## src/rtl/rr_arbiter8.sv

```systemverilog
// rr_arbiter8: eight-way round-robin arbiter holding each grant until done, request drop or hold limit.
module rr_arbiter8 #(
    parameter int MAX_HOLD = 15,
    parameter int CNT_W    = 4
) (
    input  logic       clk,
    input  logic       rst_n,
    input  logic [7:0] req_i,
    input  logic       done_i,
    output logic [7:0] gnt_o,
    output logic [2:0] gnt_idx_o,
    output logic       gnt_valid_o,
    output logic       timeout_o
);
    typedef enum logic {IDLE, GRANT} state_t;
    localparam logic [CNT_W-1:0] LAST = CNT_W'(MAX_HOLD - 1);
    state_t           state_q;
    logic [7:0]       gnt_q;
    logic [2:0]       idx_q, ptr_q, off, win;
    logic [CNT_W-1:0] cnt_q, cnt_d;
    logic             timeout_q, to_fire, rel;
    // Scan downward so the requester closest to ptr is the last one written.
    always_comb begin
        off = 3'd0;
        for (int k = 7; k >= 0; k--)
            if (req_i[ptr_q + 3'(k)]) off = 3'(k);
        win     = ptr_q + off;
        to_fire = (MAX_HOLD != 0) && (cnt_q == LAST);
        rel     = done_i || !req_i[idx_q] || to_fire;
        cnt_d   = (cnt_q == '1) ? cnt_q : cnt_q + 1'b1;
    end
    always_ff @(posedge clk) begin
        if (!rst_n) begin
            state_q   <= IDLE;
            gnt_q     <= 8'h00;
            idx_q     <= 3'd0;
            ptr_q     <= 3'd0;
            cnt_q     <= '0;
            timeout_q <= 1'b0;
        end else begin
            timeout_q <= 1'b0;
            if (state_q == IDLE) begin
                if (|req_i) begin
                    state_q <= GRANT;
                    gnt_q   <= 8'h01 << win;
                    idx_q   <= win;
                    cnt_q   <= '0;
                end
            end else if (rel) begin
                state_q   <= IDLE;
                gnt_q     <= 8'h00;
                ptr_q     <= idx_q + 3'd1;
                timeout_q <= to_fire && !done_i && req_i[idx_q];
            end else begin
                cnt_q <= cnt_d;
            end
        end
    end
    assign gnt_o       = gnt_q;
    assign gnt_idx_o   = idx_q;
    assign gnt_valid_o = (state_q == GRANT);
    assign timeout_o   = timeout_q;
endmodule

```

## config.mk

```make
export PLATFORM = sky130hd
export DESIGN_NAME = rr_arbiter8
export DESIGN_NICKNAME = d
export VERILOG_FILES = /design/src/rtl/rr_arbiter8.sv
export SDC_FILE = /design/constraint.sdc
export NUM_CORES = 1
export LEC_CHECK = 0
export ABC_AREA = 1
export ABC_CLOCK_PERIOD_IN_PS = 3000
export BUFFER_PORTS_ARGS = -buffer_cell sky130_fd_sc_hd__clkbuf_2
export CAP_MARGIN = 10
export CORE_ASPECT_RATIO = 1.75
export CORE_MARGIN = 8
export CORE_UTILIZATION = 33
export CTS_CLUSTER_DIAMETER = 80
export CTS_CLUSTER_SIZE = 24
export DETAILED_ROUTE_END_ITERATION = 6
export SLEW_MARGIN = 30
export SYNTH_ARGS = -nofsm -noshare
export SYNTH_HDL_FRONTEND = slang
export SYNTH_SLANG_ARGS = --single-unit
```

## constraint.sdc

```tcl
create_clock -name clk -period 3 [get_ports clk]
set_input_delay 0.3 -clock clk [delete_from_list [all_inputs] [get_ports clk]]
set_output_delay 0.3 -clock clk [all_outputs]
set_load 0.1 [all_outputs]
```

; ---- After elaboration in Yosys (flattened, before gate mapping)
; Index checks and enable logic that the tools add are counted.
[totals]
elab_cells = 81
reg_bits = 20
output_inout_bits = 13
[op_classes]
n_addsub = 10
n_reduce_logical = 13
bitwise_logic = 1
shifts = 1
mux = 36
n_eq_ne = 5
magnitude_cmp = 9
[ops]
columns = operator, count
row1 = 3-bit by 4-bit less-than comparator with 1-bit output (second input constant), 9
row2 = 1-bit binary-select mux with 3-bit select, 9
row3 = 3-bit two-way mux, 8
row4 = 8-bit two-way mux, 3
row5 = 4-bit two-way mux, 4
row6 = 3-bit adder (second input constant), 4
row7 = 1-bit two-way mux, 12
row8 = 4-bit == test (second input constant), 2
row9 = 8-bit OR reduction, 1
row10 = 1-bit by 3-bit left shift with 8-bit output (first input constant), 1
row11 = 3-bit by 1-bit adder with 3-bit output (second input constant), 2
row12 = 3-bit by 2-bit adder with 3-bit output (second input constant), 2
row13 = 2-bit AND reduction, 3
row14 = 3-bit AND reduction, 2
row15 = 4-bit by 1-bit adder with 4-bit output (second input constant), 1
row16 = 2-bit inequality test (second input constant), 2
row17 = 3-bit adder, 1
row18 = 1-bit logical AND, 2
row19 = 1-bit logical NOT, 2
row20 = 1-bit logical OR, 2
row21 = 2-bit by 1-bit inequality test with 1-bit output (second input constant), 1
row22 = 2-bit nonzero test, 1
row23 = 1-bit NOT, 1

; ---- Depth between registers and ports, before layout
; Gate-level depths: netlist of run 1.
[depth]
ltp_word = 15
mapped_depth = 20

; ---- Worst setup path after synthesis of run 1
; Ideal clock, no wire load.
[synth_timing]
path_kind = reg-to-reg
startpoint = register ptr_q[1]
endpoint = register gnt_q[0] (netlist: gnt_o[0])
path_buffers = 1
synth_period_minus_slack_ps = 3006
stages_incl_launch_ff = 21
setup_time_ps = 135
t_arrival_ps = 2871
setup_slack_ps = -6
t_required_ps = 2865
cell_sequence = dfxtp_1 > buf_2 > inv_2 > ha_1 > inv_1 > nand3_1 > nand3_1 > a21oi_1 > o21bai_1 > nand2_1 > nand2_1 > a21boi_0 > ha_1 > inv_1 > fa_1 > xor2_1 > inv_1 > nand3_4 > nand2_4 > nand2_2 > a21oi_2
[synth_between]
elab_chain_len = 15
elab_cells_between_ends = 35
classes_between = add/sub: 8 / shift: 1 / mux: 26
[synth_lines]
columns = element, line_no
row1 = from (decl), 19  ; logic [2:0] idx_q, ptr_q, off, win;
row2 = from (signal assigned), 52  ; ptr_q <= idx_q + 3'd1;
row3 = 3-bit adder, 26  ; if (req_i[ptr_q + 3'(k)]) off = 3'(k);
row4 = 1-bit binary-select mux with 3-bit select, 26
row5 = 1-bit two-way mux (implied by the code), 26
row6 = 3-bit two-way mux (8 in a row), 26
row7 = 3-bit adder (*), 27  ; win = ptr_q + off;
row8 = 1-bit by 3-bit left shift with 8-bit output (*), 45  ; gnt_q <= 8'h01 << win;
row9 = 8-bit two-way mux (*), 43  ; if (|req_i) begin
row10 = 8-bit two-way mux (*), 42  ; if (state_q == IDLE) begin
row11 = to (signal assigned), 45
row12 = to (decl), 18  ; logic [7:0] gnt_q;
; Every way passes the cells marked *; elsewhere a longest branch is shown, timed or not. The select of a mux whose other input is x is not followed.
; A chain may end at the register's enable or synchronous reset.

; ---- Worst setup path in the final report of run 1
[layout_timing]
startpoint = register ptr_q[0]
endpoint = register gnt_q[6] (netlist: gnt_o[6])
; The elaborated chain is that of the path after synthesis.

==> results of run 1 <==
-- repair_timing --
item / 4_1_cts / 5_1_grt
buffers inserted: 0 / 1
gates resized for setup: 0 / 19
setup endpoints to repair: 0 / 9
-- metal layers --
metal  track usage  routed length (um)  vias up
met2         0.232                2550       30
li1              -                   -      836
met5             0                   0        -
met3        0.0176                 110       17
met1         0.117                1630      771
met4        0.0750                 162        0
-- through the flow --
| stage | utilization | hold WS (ns) | setup slack [ns] |
|---|---|---|---|
| floorplan | - | 0.438 | 0.0495 |
| global route | 0.417 | 0.315 | -0.0157 |
| CTS | 0.398 | 0.300 | 0.00707 |
| detailed placement | 0.386 | 0.482 | 0.0181 |
| global placement | 0.386 | 0.474 | 0.117 |
| finish | 0.417 | 0.293 | 0.216 |
-- worst min-delay path by stage --
stage	endpoint	slack (ns)	cells after the start
3_3_place_gp	gnt_o[4]$_SDFFE_PN0P_	0.47	2
5_1_grt	timeout_o$_SDFF_PN0_	0.32	4
2_1_floorplan	ptr_q[0]$_SDFFE_PN0P_	0.44	2
6_report	timeout_o$_SDFF_PN0_	0.29	4
3_5_place_dp	gnt_o[7]$_SDFFE_PN0P_	0.48	2
4_1_cts	timeout_o$_SDFF_PN0_	0.30	4
-- worst max-delay path, cell delays in order (launching register included) --
cell and delay [ns]:
dfxtp_4 0.37, buf_4 0.18, ha_4 0.18, xor2_2 0.16, nand3_1 0.08, nand2_1 0.11, o21bai_1 0.08, nand2_1 0.06
nand2_1 0.05, a21boi_1 0.13, ha_1 0.16, inv_1 0.06, fa_2 0.62, inv_1 0.08, nand4_1 0.09, inv_1 0.07
nand3_1 0.09, a21oi_1 0.06
-- kinds of logic (layout without fill, tap and decap cells) --
family | Yosys count | after routing | share of synthesized area
adder cells (fa/ha/maj) | 7 | 7 | 0.0590
buffers and inverters | 31 | 59 | 0.0869
AO/OA/AOI/OAI | 29 | 29 | 0.106
XOR/XNOR | 9 | 9 | 0.0605
AND/OR/NAND/NOR | 140 | 140 | 0.439
flip-flops | 20 | 20 | 0.248
-- power breakdown --
group          switching [W]  internal [W]
Sequential         0.0000641      0.000334
Clock              0.0000956      0.000117
Combinational        0.00115      0.000519
Total                0.00131      0.000970
-- sequential cells by signal, indices dropped and copies added, names as in the netlist --
name and cells:
gnt_o 8, cnt_q 4, gnt_idx_o 3, ptr_q 3, gnt_valid_o 1, timeout_o 1
-- layout make-up --
class / count / area, sq um / area share
Clock buffer: 4 / 55.1 / 0.0280
Inverter: 25 / 98.8 / 0.0504
Sequential cell: 20 / 407 / 0.207
Multi-Input combinational cell: 185 / 1160 / 0.590
Tap cell: 52 / 65.1 / 0.0331
Timing Repair Buffer: 30 / 180 / 0.0918
-- synthesized netlist by cell type --
master / number / share of area
nand2_1: 50 / 0.12
nand3_1: 37 / 0.11
dfxtp_1: 20 / 0.25
inv_1: 20 / 0.047
nand2_2: 16 / 0.062
nor2_1: 16 / 0.037
a21oi_1: 12 / 0.037
nand4_1: 9 / 0.035
o21ai_0: 7 / 0.022
ha_1: 6 / 0.047
nand3_2: 5 / 0.031
xor2_1: 5 / 0.027
a21oi_2: 4 / 0.022
buf_2: 3 / 0.0093
inv_2: 3 / 0.0070
o22ai_1: 3 / 0.012
xnor2_1: 3 / 0.016
buf_6: 2 / 0.014
nand2_4: 2 / 0.014
o21bai_1: 2 / 0.0093
a21boi_0: 1 / 0.0047
clkbuf_1: 1 / 0.0023
clkinv_1: 1 / 0.0023
fa_1: 1 / 0.012
inv_6: 1 / 0.0054
nand3_4: 1 / 0.011
nor2_2: 1 / 0.0039
nor2_4: 1 / 0.0070
nor3_1: 1 / 0.0031
nor4_1: 1 / 0.0039
xor2_4: 1 / 0.017
==> impl_metrics.env, run 1 <==
export IMPL_fp_dieW_um=68.8
export IMPL_viasPerCell=5.23
export IMPL_synth_cell_types=31
export IMPL_hold_viol_final=0
export IMPL_setup_tns_final_ns=0
export IMPL_start_util=0.343
export IMPL_routed_wl_um=4460
export IMPL_dpl_instance_area_sq_mm=0.00182
export IMPL_io_buffers=23
export IMPL_min_delay_start="done_i"
export IMPL_grt_pass1_wl_um=7290
export IMPL_drive_gt1_frac=0.322
export IMPL_clk_pin_slew_worst_paths_ns=0.08
export IMPL_dp_hpwl_um=3590
export IMPL_cts_tree="built"
export IMPL_area_growth_pct=21.7
export IMPL_leakagePower_nw=0.897
export IMPL_drc=0
export IMPL_cp_end_kind="flop"
export IMPL_grt_max_degree=21
export IMPL_reg2reg_slack_ns=0.22
export IMPL_r2r_cells=17
export IMPL_gr_total_overflow=0
export IMPL_hold_path_class="in -> reg"
export IMPL_finalSetupViolations=0
export IMPL_die_area_sq_mm=0.00747
export IMPL_drv_slew=0
export IMPL_ys_ff_latch=20
export IMPL_synth_area_per_cell_sq_um=6.83
export IMPL_cts_hold_buffers_added=0
export IMPL_antenna_found_initial=0
export IMPL_final_cell_mix="50 x nand2_1, 33 x nand3_1, 23 x clkbuf_2"
export IMPL_r2r_start="ptr_q[0]$_SDFFE_PN0P_"
export IMPL_ir_worst_vdd_mv=0.646
export IMPL_cts_buffer_depth=2
export IMPL_cts_buffers_inserted=3
export IMPL_netlist_area_sq_mm=0.00161
export IMPL_final_antenna_net_count=0
export IMPL_clock_root_buffer="clkbuf_8"
export IMPL_power_w=0.00228
export IMPL_crit_end="gnt_o[6]$_SDFFE_PN0P_"
export IMPL_critical_path_startpoint_type="flop"
export IMPL_final_common_cell="nand2_1"
export IMPL_fin_crit_ns=2.78
export IMPL_instances_no_fill=316
export IMPL_routed_via_count=1654
export IMPL_drtIter0Drc=88
export IMPL_clk_latency_ns=0.26
export IMPL_routedWlPerCell_um=14.1
export IMPL_period_share=0.928
export IMPL_drv_cap=0
export IMPL_path_max_fanout=10
export IMPL_critical_path_class="reg -> reg"
export IMPL_synth_warning_count=0
export IMPL_fin_area_sq_mm=0.00196
export IMPL_cp_startpoint="ptr_q[0]$_SDFFE_PN0P_"
export IMPL_r2r_end="gnt_o[6]$_SDFFE_PN0P_"
export IMPL_rows=33
export IMPL_syn_num_nets=254
export IMPL_required_ns=3.13
export IMPL_ys_seq_area_frac=0.248
export IMPL_tightest_slew_ns=0.629
export IMPL_grt_pass1_vias=1719
export IMPL_core_sq_mm=0.00471
export IMPL_ios=24
export IMPL_arrival_ns=2.92
export IMPL_htreeDepth=1
export IMPL_die_y_um=108
export IMPL_netlist_instances=236
export IMPL_firstDrtPassIters=4
export IMPL_p_per_area_mw_per_mm2=1160
export IMPL_fmax_mhz=359
export IMPL_grt_total_usage=0.123
export IMPL_routabilityCongestion=0.855
export IMPL_fin_skew_ns=0.00521
export IMPL_slew_headroom=0.580
export IMPL_nets=283
export IMPL_n_antenna_cell=0
export IMPL_status="complete, no violations"
export IMPL_nFillCells=498
export IMPL_cts_sinks=20
export IMPL_dp_cells=311
Power figures use the tool's default switching activity.
==> run 2: changes to the inputs <==
--- a/config.mk
+++ b/config.mk
@@ -5,7 +5,7 @@
 export SDC_FILE = /design/constraint.sdc
 export NUM_CORES = 1
 export LEC_CHECK = 0
-export ABC_AREA = 1
+export ABC_AREA = 0
 export ABC_CLOCK_PERIOD_IN_PS = 3000
 export BUFFER_PORTS_ARGS = -buffer_cell sky130_fd_sc_hd__clkbuf_2
 export CAP_MARGIN = 10
==> impl_metrics.env, run 2 <==
export IMPL_cts_sinks=20
export IMPL_routed_wl_um=4390
export IMPL_htreeDepth=1
export IMPL_hold_viol_final=0
export IMPL_cpMaxStageDelayCell="or4bb_4"
export IMPL_grt_max_degree=15
export IMPL_fp_dieW_um=71.4
export IMPL_critPathMaxStageDelay_ns=0.54
export IMPL_routedWlPerCell_um=15.2
export IMPL_cp_end_kind="flop"
export IMPL_ys_ff_latch=20
export IMPL_grt_pass1_vias=1673
export IMPL_synth_most_common_cell="dfxtp_1"
export IMPL_clk_pin_slew_worst_paths_ns=0.08
export IMPL_drv_cap=0
export IMPL_ir_worst_vdd_mv=0.367
export IMPL_fin_util=0.454
export IMPL_synth_warning_count=0
export IMPL_synthTopCellsByArea="dfxtp_1 23%, mux4_1 12%, mux4_2 6.3%"
export IMPL_ys_seq_area_frac=0.226
export IMPL_dpl_instance_area_sq_mm=0.00222
export IMPL_final_cell_mix="35 x buf_4, 23 x clkbuf_2, 18 x nand3_1, 18 x dfxtp_1, 14 x nor2_1"
export IMPL_fmax_mhz=295
export IMPL_drtIter0Drc=50
export IMPL_grt_total_usage=0.115
export IMPL_cts_buffer_depth=2
export IMPL_tightest_slew_ns=0.547
export IMPL_nets=254
export IMPL_synth_cell_types=51
export IMPL_switchingPower_w=0.000706
export IMPL_ios=24
export IMPL_yosysTopAreaCell="dfxtp_1"
export IMPL_final_common_cell="buf_4"
export IMPL_p_int_w=0.000875
export IMPL_io_buffers=23
export IMPL_area_growth_pct=33.1
export IMPL_required_ns=3.21
export IMPL_syn_num_nets=196
export IMPL_synth_edf_count=0
export IMPL_die_y_um=113
export IMPL_finalSetupViolations=9
export IMPL_cts_tree="built"
export IMPL_largest_register_ffs=8
export IMPL_dp_hpwl_um=3600
export IMPL_netlist_area_sq_mm=0.00178
export IMPL_firstDrtPassIters=4
export IMPL_seq_power_share=0.218
export IMPL_ys_async_sr_fraction=0
export IMPL_drive_gt1_frac=0.460
export IMPL_synthFlopType="dfxtp_1"
export IMPL_path_max_fanout=6
export IMPL_cts_hold_buffers_added=0
export IMPL_viasPerCell=5.43
export IMPL_routed_via_count=1574
export IMPL_final_antenna_net_count=0
export IMPL_yosysTopAreaCellShare=0.226
export IMPL_path_buf_inv=2
export IMPL_antenna_found_initial=0
export IMPL_p_sw_frac=0.446
export IMPL_die_area_sq_mm=0.00808
export IMPL_clkPwrFrac=0.152
export IMPL_grt_pass1_wl_um=7600
export IMPL_cpMostUsedCell="nand3_1"
export IMPL_fin_skew_ns=0.00480
export IMPL_gr_total_overflow=0
export IMPL_dp_cells=284
export IMPL_drc=0
export IMPL_clk_latency_ns=0.26
export IMPL_rows=35
export IMPL_synth_area_per_cell_sq_um=9.97
export IMPL_routabilityCongestion=0.810
export IMPL_instances_no_fill=290
export IMPL_rsz0062_at_grt="yes"
export IMPL_fin_area_sq_mm=0.00236
export IMPL_slew_headroom=0.637
export IMPL_violations="negative setup slack"
export IMPL_fin_crit_ns=3.39
export IMPL_clock_root_buffer="clkbuf_8"
export IMPL_n_antenna_cell=0
export IMPL_cts_buffers_inserted=3
export IMPL_nFillCells=495
export IMPL_synth_common_cells="20 x dfxtp_1, 18 x nand3_1, 17 x nor2_1"
export IMPL_critical_path_class="reg -> reg"
export IMPL_hold_path_class="in -> reg"
export IMPL_period_share=1.13
export IMPL_netlist_instances=178
export IMPL_start_util=0.341
export IMPL_crit_family="adder cells"
export IMPL_arrival_ns=3.60
export IMPL_cp_cell_sequence="inv_4 > ha_4 > mux2i_2 > mux4_2 > a211o_1 > a22oi_2 > ha_2 > inv_2 > fa_2 > or4bb_4 > nor2_2 > nand3_1 > nand3_1"
export IMPL_leakagePower_nw=0.969
export IMPL_core_sq_mm=0.00521
export IMPL_p_per_area_mw_per_mm2=669
export IMPL_status="finished, violations left"
export IMPL_drv_slew=0
export IMPL_critical_path_startpoint_type="flop"
export IMPL_setup_ws_ns=-0.391
export IMPL_combPwrFrac=0.630
-- run 2: cell types whose count changed in the layout (fill, tap and decap cells not counted), moves of 5 or more --
cell / previous run / this run
a21oi_1: 11 / 6
a21oi_2: 5 / 0
buf_4: 6 / 35
inv_1: 18 / 3
mux4_1: 0 / 7
mux4_2: 0 / 6
nand2_1: 50 / 13
nand2_2: 16 / 0
nand3_1: 33 / 18
nand3_2: 9 / 0
nand4_1: 9 / 1
nor2b_1: 0 / 5
o21ai_1: 0 / 9
-- run 2: cells by family after synthesis --
kind of cell | Yosys count | share of synthesized area
AND/OR/NAND/NOR | 72 | 0.221
flip-flops | 20 | 0.226
XOR/XNOR | 8 | 0.0395
AO/OA/AOI/OAI | 36 | 0.173
buffers and inverters | 13 | 0.0521
multiplexers | 22 | 0.236
adder cells (fa/ha/maj) | 7 | 0.0536
-- run 2: tightest hold or removal path, delay by kind of cell --
kind,cells,cell delay [ns]
simple gates,3,0.17
buf+inv,1,0.10
-- run 2: layout make-up --
type / instances / area, sq um / area share
Timing Repair Buffer: 60 / 418 / 0.177
Sequential cell: 20 / 408 / 0.173
Tap cell: 55 / 68.8 / 0.0291
Inverter: 6 / 27.5 / 0.0116
Clock buffer: 4 / 66.3 / 0.0281
Multi-Input combinational cell: 145 / 1380 / 0.582
-- run 2: final timing paths --
check	from	endpoint	slack [ns]	depth (start not counted)
max reg2reg	ptr_q[0]$_SDFFE_PN0P_	gnt_o[2]$_SDFFE_PN0P_	-0.39	13
min	done_i	timeout_o$_SDFF_PN0_	0.34	4
min reg2reg	gnt_o[7]$_SDFFE_PN0P_	gnt_o[7]$_SDFFE_PN0P_	0.47	2
max	ptr_q[0]$_SDFFE_PN0P_	gnt_o[2]$_SDFFE_PN0P_	-0.39	13
-- run 2: through the flow --
step / hold slack, ns / total power (W) / setup TNS, ns / setup slack, ns
final: 0.339 / 0.00158 / -2.12 / -0.391
after global routing: 0.356 / 0.00167 / -3.80 / -0.535
after CTS: 0.328 / 0.00159 / -2.22 / -0.390
after detailed placement: 0.457 / 0.00132 / -2.84 / -0.461
after global placement: 0.454 / 0.00130 / -2.44 / -0.423
after floorplan: 0.467 / 0.00105 / -1.79 / -0.456
-- run 2: timing repair --
item                                    CTS  global route
endpoints found under the setup margin   10            10
setup buffers                             2             0
resized for setup                        10             5
cloned                                    0             0
pin swaps                                 7             5
-- run 2: power by group through the flow --
stage	combinational, W	sequential [W]	clock [W]
final	0.000995	0.000345	0.000240
after global routing	0.00106	0.000352	0.000258
after CTS	0.000995	0.000346	0.000249
after detailed placement	0.000963	0.000353	0
after global placement	0.000947	0.000351	0
after floorplan	0.000499	0.000552	0
-- run 2: metal layers --
metal  up-vias  track usage  part of all wire
met1       763        0.108              0.37
met5         -            0                 0
met2        14        0.236              0.60
met3         4       0.0159             0.018
li1        793            -                 -
met4         0       0.0378             0.012
==> run 3: changes to the inputs <==
--- a/config.mk
+++ b/config.mk
@@ -9,12 +9,15 @@
 export ABC_CLOCK_PERIOD_IN_PS = 3000
 export BUFFER_PORTS_ARGS = -buffer_cell sky130_fd_sc_hd__clkbuf_2
 export CAP_MARGIN = 10
+export CELL_PAD_IN_SITES_DETAIL_PLACEMENT = 0
+export CELL_PAD_IN_SITES_GLOBAL_PLACEMENT = 1
 export CORE_ASPECT_RATIO = 1.75
 export CORE_MARGIN = 8
 export CORE_UTILIZATION = 33
 export CTS_CLUSTER_DIAMETER = 80
 export CTS_CLUSTER_SIZE = 24
 export DETAILED_ROUTE_END_ITERATION = 6
+export PLACE_DENSITY_LB_ADDON = 0.1
 export SLEW_MARGIN = 30
 export SYNTH_ARGS = -nofsm -noshare
 export SYNTH_HDL_FRONTEND = slang
==> impl_metrics.env, run 3 (synthesis gave the netlist of run 2 again) <==
export IMPL_antenna_found_initial=0
export IMPL_die_y_um=113
export IMPL_cts_buffers_inserted=3
export IMPL_critical_path_startpoint_type="flop"
export IMPL_status="finished, violations left"
export IMPL_arrival_ns=3.68
export IMPL_nFillCells=508
export IMPL_cts_hold_buffers_added=0
export IMPL_tightest_slew_ns=0.584
export IMPL_final_antenna_net_count=0
export IMPL_fin_crit_ns=3.48
export IMPL_finalSetupViolations=10
export IMPL_dp_slack_ns=-0.464
export IMPL_hold_viol_final=0
export IMPL_grt_total_usage=0.131
export IMPL_gr_total_overflow=0
export IMPL_core_sq_mm=0.00521
export IMPL_power_w=0.00159
export IMPL_n_antenna_cell=0
export IMPL_viasPerCell=5.56
export IMPL_cts_tree="built"
export IMPL_largest_register_ffs=8
export IMPL_cts_sinks=20
export IMPL_routed_wl_um=4950
export IMPL_required_ns=3.20
export IMPL_grt_pass1_wl_um=8450
export IMPL_drv_cap=0
export IMPL_clk_pin_slew_worst_paths_ns=0.07
export IMPL_p_per_area_mw_per_mm2=663
export IMPL_critical_path_class="reg -> reg"
export IMPL_dp_hpwl_um=3960
export IMPL_path_max_fanout=6
export IMPL_area_growth_pct=35.3
export IMPL_reg2reg_slack_ns=-0.48
export IMPL_drtIter0Drc=41
export IMPL_routedWlPerCell_um=16.7
export IMPL_final_common_cell="buf_4"
export IMPL_slew_headroom=0.610
export IMPL_firstDrtPassIters=4
export IMPL_grt_pass1_vias=1740
export IMPL_cp_end_kind="flop"
export IMPL_die_area_sq_mm=0.00808
export IMPL_drc=0
export IMPL_hold_path_class="in -> reg"
export IMPL_ir_worst_vdd_mv=0.262
export IMPL_drv_slew=0
export IMPL_nets=260
export IMPL_fp_dieW_um=71.4
export IMPL_clk_latency_ns=0.26
export IMPL_violations="negative setup slack"
export IMPL_ios=24
export IMPL_rows=35
export IMPL_cts_buffer_depth=2
export IMPL_leakagePower_nw=0.981
export IMPL_grt_max_degree=15
export IMPL_drive_gt1_frac=0.481
export IMPL_routabilityCongestion=0.769
export IMPL_routed_via_count=1646
export IMPL_seq_area_sq_um=408
export IMPL_io_buffers=23
export IMPL_multi_input_area_sq_mm=0.00142
export IMPL_start_util=0.341
export IMPL_clock_root_buffer="clkbuf_8"
export IMPL_fin_skew_ns=0.00476
export IMPL_final_cell_mix="43 x buf_4, 23 x clkbuf_2, 18 x nand3_1, 18 x dfxtp_1, 15 x nor2_1"
export IMPL_setup_ws_ns=-0.482
export IMPL_period_share=1.16
export IMPL_fmax_mhz=287
export IMPL_htreeDepth=1
export IMPL_rsz0062_at_grt="yes"
-- run 3: changes by cell type in the layout (fill, tap and decap cells not counted), sizes merged --
| cell | before | now |
|---|---|---|
| buf | 37 | 43 |
-- run 3: stage by stage --
| step | cell area (sq um) | setup TNS, ns | instances | hold slack, ns | utilization |
|---|---|---|---|---|---|
| final | 2400 | -3.68 | 296 | 0.346 | 0.461 |
| after global routing | 2400 | -5.30 | 296 | 0.382 | 0.461 |
| after CTS | 2330 | -2.54 | 293 | 0.336 | 0.448 |
| after detailed placement | 2220 | -2.75 | 288 | 0.457 | 0.427 |
| after global placement | 2220 | -2.11 | 288 | 0.453 | 0.427 |
| after floorplan | 1820 | -1.79 | 178 | 0.467 | - |
-- run 3: worst paths after layout --
kind	from	end	cells past startpoint
setup / recovery	ptr_q[1]$_SDFFE_PN0P_	gnt_o[2]$_SDFFE_PN0P_	13
hold / removal	done_i	timeout_o$_SDFF_PN0_	4
hold reg to reg	gnt_o[7]$_SDFFE_PN0P_	gnt_o[7]$_SDFFE_PN0P_	2
setup reg to reg	ptr_q[1]$_SDFFE_PN0P_	gnt_o[2]$_SDFFE_PN0P_	13
-- run 3: worst max-delay path, cell delays in order, from the launching register on --
cell     delay [ns]
dfxtp_4        0.38
inv_4          0.05
ha_4           0.29
mux2i_4        0.21
mux4_2         0.53
a211o_1        0.29
a22oi_2        0.13
ha_2           0.19
inv_2          0.04
fa_2           0.45
or4bb_4        0.57
nor2_4         0.13
nand3_1        0.08
nand3_1        0.09
-- run 3: per-layer routing --
metal  vias up  part of all wire  track usage
li1        798                 -            -
met1       825              0.37        0.129
met2        19              0.60        0.261
met3         4             0.016       0.0133
met4         0             0.011       0.0503
met5         -                 0            0
-- run 3: final cells by class --
cell class,instances,share of cell area
multi-input combinational,145,0.589
timing repair buffer,66,0.182
sequential,20,0.170
tap,55,0.0286
clock buffer,4,0.0188
inverter,6,0.0115
-- run 3: power by group --
group          total (W)  switching [W]  internal [W]
Combinational    0.00107       0.000607      0.000460
Sequential      0.000342      0.0000387      0.000304
Clock           0.000184      0.0000893     0.0000946
-- run 3: what timing repair did --
action / in CTS / in global routing
buffers inserted: 1 / 3
pin swaps: 7 / 3
gates resized for setup: 9 / 13
setup endpoints to repair: 10 / 10
